## src/rtl/fifo_wr_arb.sv

```systemverilog
// Round-robin write arbiter that bursts requester data into a downstream FIFO
// and tracks that FIFO's occupancy from its own writes and the consumer's pops.
module fifo_wr_arb #(
  parameter int NREQ      = 4,
  parameter int DW        = 8,
  parameter int DEPTH     = 16,
  parameter int MAX_BURST = 4
) (
  input  logic                     clk,
  input  logic                     rst,
  input  logic [NREQ-1:0]          req,
  input  logic [NREQ*DW-1:0]       req_data,
  input  logic                     fifo_rd,
  output logic [NREQ-1:0]          gnt,
  output logic [NREQ-1:0]          ack,
  output logic                     fifo_wr,
  output logic [DW-1:0]            fifo_din,
  output logic [$clog2(DEPTH):0]   occ,
  output logic                     full,
  output logic                     empty
);

  localparam int IW = (NREQ > 1) ? $clog2(NREQ) : 1;
  localparam int OW = $clog2(DEPTH) + 1;
  localparam int BW = $clog2(MAX_BURST + 1);
  localparam logic [OW-1:0] OCC_MAX   = OW'(DEPTH);
  localparam logic [OW-1:0] OCC_LAST  = OW'(DEPTH - 1);
  localparam logic [BW-1:0] BEAT_LAST = BW'(MAX_BURST - 1);

  typedef enum logic {IDLE, GRANT} state_t;

  state_t          state, state_n;
  logic [NREQ-1:0] gnt_n;
  logic [IW-1:0]   owner, owner_n;
  logic [IW-1:0]   last_winner, last_n;
  logic [IW-1:0]   winner, cand;
  logic [BW-1:0]   beat_cnt, beat_n;
  logic [OW-1:0]   occ_n;
  logic [DW-1:0]   owner_data;
  logic            space, pop, accept, found;

  assign space = (occ < OCC_MAX);
  assign pop   = fifo_rd && (occ != '0);
  assign occ_n = occ + OW'(accept) - OW'(pop);
  assign full  = (occ == OCC_MAX);
  assign empty = (occ == '0);

  // Search starts just past the previous owner so nobody wins twice while others wait.
  always_comb begin
    winner = '0;
    cand   = '0;
    found  = 1'b0;
    for (int k = 0; k < NREQ; k++) begin
      cand = IW'((int'(last_winner) + 1 + k) % NREQ);
      if (!found && req[cand]) begin
        winner = cand;
        found  = 1'b1;
      end
    end
  end

  always_comb begin
    owner_data = '0;
    for (int i = 0; i < NREQ; i++) begin
      if (owner == IW'(i)) owner_data = req_data[i*DW +: DW];
    end
  end

  always_comb begin
    state_n = state;
    gnt_n   = gnt;
    owner_n = owner;
    last_n  = last_winner;
    beat_n  = beat_cnt;
    ack     = '0;
    accept  = 1'b0;
    case (state)
      IDLE: begin
        if (|req && space) begin
          state_n        = GRANT;
          gnt_n          = '0;
          gnt_n[winner]  = 1'b1;
          owner_n        = winner;
          beat_n         = '0;
        end
      end
      GRANT: begin
        if (req[owner] && space && !rst) begin
          accept     = 1'b1;
          ack[owner] = 1'b1;
          beat_n     = beat_cnt + BW'(1);
        end
        // A beat landing in the last free slot (with no pop) also ends the burst.
        if (!req[owner] ||
            (accept && ((beat_cnt == BEAT_LAST) || ((occ == OCC_LAST) && !pop)))) begin
          state_n = IDLE;
          gnt_n   = '0;
          last_n  = owner;
          beat_n  = '0;
        end
      end
      default: state_n = IDLE;
    endcase
  end

  always_ff @(posedge clk) begin
    if (rst) begin
      state       <= IDLE;
      gnt         <= '0;
      owner       <= '0;
      last_winner <= IW'(NREQ - 1);
      beat_cnt    <= '0;
      occ         <= '0;
      fifo_wr     <= 1'b0;
      fifo_din    <= '0;
    end else begin
      state       <= state_n;
      gnt         <= gnt_n;
      owner       <= owner_n;
      last_winner <= last_n;
      beat_cnt    <= beat_n;
      occ         <= occ_n;
      fifo_wr     <= accept;
      if (accept) fifo_din <= owner_data;
    end
  end

endmodule
```

## config.mk

```make
export PLATFORM = sky130hd
export DESIGN_NAME = fifo_wr_arb
export DESIGN_NICKNAME = d
export VERILOG_FILES = /design/src/rtl/fifo_wr_arb.sv
export SDC_FILE = /design/constraint.sdc
export NUM_CORES = 1
export LEC_CHECK = 0
export ABC_AREA = 0
export CORE_MARGIN = 4
export CORE_UTILIZATION = 30
export CTS_CLUSTER_SIZE = 14
export DETAILED_ROUTE_END_ITERATION = 10
export SYNTH_ARGS = -nofsm -noshare
export SYNTH_HDL_FRONTEND = slang
export SYNTH_SLANG_ARGS = --single-unit
```

## constraint.sdc

```tcl
create_clock -name clk -period 4.1 [get_ports clk]
set_clock_uncertainty 0.05 [all_clocks]
set_input_delay 1.23 -clock clk [delete_from_list [all_inputs] [get_ports clk]]
set_output_delay 1.23 -clock clk [all_outputs]
set_load 0.005 [all_outputs]
```

Word level (Yosys, flattened, before mapping) --
Index checks and enable logic that the tools add are counted.
Storage, ports and cells: word-level logic and storage cells 101, bits of input ports 39, bits in registers 26
Cells by class: reduce and logical (&&, ||, !) cells 27, add/sub/neg operators 7, order comparisons 9, multiplexer cells 40, bitwise operators 1, equality and inequality tests 9
Operator list (count):
- $mux 8 | 4
- $lt 2x3->1 const B | 6
- $mux 4 | 4
- $mux 1 | 15
- $logic_and 1x1->1 | 11
- $bmux 1 s2 | 5
- $mux 3 | 3
- $mux 2 | 4
- $pmux 4 s2 | 1
- $reduce_and 2->1 | 4
- $add 2x2->2 const B | 3
- $logic_not 1->1 | 6
- $pmux 3 s2 | 1
- $add 5x1->5 | 1
- $eq 5x4->1 const B | 1
- $eq 5x5->1 const B | 1
- $logic_not 5->1 | 1
- $lt 5x5->1 const B | 1
- $reduce_bool 5->1 | 1
- $sub 5x1->5 | 1
- $demux 1 s2 | 2
- $eq 2x2->1 const B | 2
- $ge 2x1->1 const B | 2
- $reduce_or 4->1 | 1
- other kinds (11) | 12

Longest topological paths before layout --
depth after elaboration 19, gate-level depth with buffers 14, mapped depth without buffers 13

Worst setup path before layout --
OpenSTA, ideal clock, no wires.
path type input-to-reg, start input port req[3], end register occ[4], cell stages on the path 13, data arrival time 3.334 ns, setup slack 0.584 ns, buffers on the path 1, setup time 0.132 ns, cell sequence mux4_2 and3_4 clkinv_2 buf_12 ha_1 inv_1 ha_1 inv_1 fa_1 nor2b_1 o21bai_1 a21oi_1 nor3b_1
Between the ends: cells in the longest elaborated chain, start to end 9
Ends and longest elaborated chain:
- from (decl) | line 11 | input logic [NREQ-1:0] req,
- $bmux 1 s2 | line 88 | if (req[owner] && space && !rst) begin
- $mux 1 (implied by the code) | line 88
- $logic_and 1x1->1 (2 in series) | line 88
- $mux 1 | line 88
- $mux 1 (2 in series) | line 77 | case (state)
- $add 5x1->5 | line 44 | assign occ_n = occ + OW'(accept) - OW'(pop);
- $sub 5x1->5 | line 44
- to (signal assigned) | line 122 | occ <= occ_n;
- to (decl) | line 18 | output logic [$clog2(DEPTH):0] occ,
No other way between the ends. The select of a mux whose other input is x is not followed. A chain may end at the register's enable or synchronous reset.

Worst setup path after layout --
start input port req[2], end output port ack[3]
Between the ends: cells in the longest elaborated chain, start to end 6
Ends and longest elaborated chain:
- $bmux 1 s2 | line 88
- $mux 1 (implied by the code) | line 88
- $logic_and 1x1->1 (2 in series) | line 88
- $mux 4 | line 88
- $mux 4 | line 77
- to (decl) | line 15 | output logic [NREQ-1:0] ack,
No other way between the ends. The select of a mux whose other input is x is not followed.

==> out/summary.txt <==
Status: complete, no violations
Async set or reset register ratio after synthesis: 0
Post-route cell area: 0.00241 sq mm
Final Instance Count excl. Fillers: 310
Sequential power share: 0.336
Std cell rows: 26
Worst r2r path cells: 14
DIE AREA: 0.00662 sq mm
Root Buffer: clkbuf_8
Vias in the first global route: 1434
Met3 global-route usage: 0.0233
Layout cells sized above 1: 0.183
GRT Total Usage: 0.126
Internal: 0.705 mW
Commonest cells after routing, fill and taps aside: clkdlybuf4s50_1 (56), dfxtp_1 (26), nand2_1 (15), nor2_1 (12)
Via count: 1455
CP cell instances: clkdlybuf4s50_1 > mux4_2 > and3_4 > and3_1 > dlygate4sd2_1
Crit path from: req[2]
Syn Area/Cell: 9.49 sq um
Tmin final: 4050 ps
Post-synth EDFFs: 0
Post-synth cell types: 42
Slew Viols, Final: 0
P_leak: 0.929 nW
Seq/Total Area, Yosys: 0.322
Total CTS buffers: 3
Largest family of logic cells by synthesized area: simple AND/OR/NAND/NOR gates
Final setup TNS: 0 ps
Post-Synth Simple-Gate Area: 0.220
Highest clock rate: 0.247 GHz
Slew HR: 0.651
Worst-Margin Slew: 519 ps
Complex-gate fraction of the synthesized area: 0.144
Hold Buf Count CTS: 0
Area Growth Syn to Fin: 49.3%
Remaining Overflow, GRT: 0
First-pass GRT wire length: 6600 um
ANT cells: 0
Count of buffers from port buffering: 62
Placer Congestion: 0.786
Post-synthesis xor/xnor area fraction: 0.0109
Required time worst endpoint: 2820 ps
CTS tree: yes
Routed WL per cell: 13.1 um
Peak VDD IR: 157 uV
Via/cell ratio: 4.69
Io pins: 63
Pwr dens: 444 mW/mm^2
Switch share: 0.342
Number of synthesized register bits: 26
Tot Pwr: 1.07 mW
RR Endpoint: occ[4]
DR iter-0 viols: 48
Commonest non-fill, non-tap cell in the layout: clkdlybuf4s50_1
Busiest grt layer: met2
Post-route ant nets: 0
H-Tree Depth: 1
Multiplexer share of the synthesized area: 0.157
Critical path capture point: ack[3]
DIE HEIGHT: 81.4 um
Grt met2 use: 0.218
Worst Hold Class: reg -> reg
Startpoint types: primary input
Worst R2R Setup Slack: 1090 ps
Fin. Hold Viols: 0
Hold_sp: fifo_din[1]
DRT Wirelength: 4050 um
RSZ-0062 raised after global routing: yes
Final Cycle Share: 0.988
Final setup violation count: 0
Comb pwr share: 0.510
Layout Nets: 290
DP Area: 0.00235 sq mm
Clk slew on worst S/H paths: 90 ps
Syn nets: 219
Worst stage delay on the critical path: 490 ps
Worst Path Arrival: 2770 ps
Sw power: 0.366 mW
CP Max Fanout: 4
Worst skew pair latency: 260 ps
Mapped Area: 0.00161 sq mm
Core area: 0.00517 sq mm
Clock sink count: 26
Crit path capture type: output port
Crit-path slowest cell: mux4_2
CP Class: in -> out
Largest net degree at the start of global routing: 23
Initial core utilization: 0.312
Max Buffers Root-to-Sink: 2
Cells after Synth: 170
Clock share of power: 0.153
Post-synthesis adder-cell area fraction: 0.0822
Drt pass-1 iters: 4
Fillers: 506
Yosys synthesis warning count: 0
Antenna violations before repair: 0
Max-Cap Viols: 0
R2r startpoint: owner[0]
Die Width: 81.4 um
Final core occ: 0.466
DRC errors left: 0
Global routing met1 resource utilization: 0.161
Dpl cells: 305
Ys flop type: dfxtp_1
HPWL Detailed: 3240 um
cell families (layout without fill, tap and decap cells):
kind of cell	after synthesis	after routing
flops	26	26
buf+inv	20	90
xor+xnor	2	2
mux	14	14
fa+ha+maj	10	10
simple gates	66	66
compound gates	32	32
worst min path at each step:
stage,to,slack [ps],depth (start not counted)
2_1_floorplan,beat_cnt[2],390,2
3_5_place_dp,fifo_din[1],400,2
5_1_grt,fifo_din[2],430,2
6_report,fifo_din[1],410,2
4_1_cts,fifo_din[2],420,2
3_3_place_gp,fifo_din[1],390,2
registers in the layout (all words and copies together), names as in the netlist:
name,cells
fifo_din,8
occ,5
gnt,4
beat_cnt,3
last_winner,2
owner,2
fifo_wr,1
state,1
power by group through the flow:
stage | Clock (mW) | Sequential (mW) | Combinational (mW)
CTS | 0.174 | 0.362 | 0.551
global placement | 0 | 0.368 | 0.543
detailed placement | 0 | 0.367 | 0.546
finish | 0.164 | 0.360 | 0.547
global route | 0.183 | 0.372 | 0.617
floorplan | 0 | 0.352 | 0.361
metal layers:
layer | share of wire | vias to the layer above | routed length [um]
met3 | 0.059 | 2 | 238
met1 | 0.44 | 672 | 1790
met5 | 0 | - | 0
met4 | 0.0037 | 0 | 15
li1 | - | 746 | -
met2 | 0.49 | 35 | 2000
through the flow:
| step | hold slack [ps] | worst slack (ps) |
|---|---|---|
| after floorplan | 388 | 584 |
| after global placement | 392 | -158 |
| after detailed placement | 402 | -167 |
| after CTS | 415 | 14.4 |
| after global routing | 431 | -43.6 |
| final | 410 | 50.0 |
Yosys cell counts (2+ instances only):
master,n,area [sq um]
nand3_1,3,15.0
a21oi_2,7,61.3
mux4_2,9,203
mux2i_1,5,50.1
nor2_1,12,45.0
nand2_1,15,56.3
a21oi_1,8,40.0
nand3b_1,2,15.0
inv_1,11,41.3
dfxtp_1,26,521
clkbuf_1,3,11.3
or3_1,2,12.5
o21ai_0,5,25.0
nor3b_1,2,15.0
nand2b_1,2,12.5
nor2b_1,9,56.3
nand2_2,7,43.8
ha_1,9,113
o21bai_1,2,15.0
a32o_1,4,40.0
nor3_1,5,25.0
buf_2,2,10.0
final cells by class:
type                    instances  area [sq um]  area share
repair buffers                 74           707       0.293
well taps                      70          87.6      0.0363
multi-input cells             124           993       0.412
inverters                      12          46.3      0.0192
clock buffers                   4          55.1      0.0228
flip-flops and latches         26           520       0.216
worst max-delay path: cells and delay by family:
kind                   cells  cell delay (ps)
and+or+nand+nor            2              390
muxes                      1              490
buffers and inverters      2              660
timing repair:
action	4_1_cts	5_1_grt
buffers inserted	1	0
resized for setup	6	6
pin swaps	0	0
endpoints found under the setup margin	4	4
(Power assumes the default switching activity.)
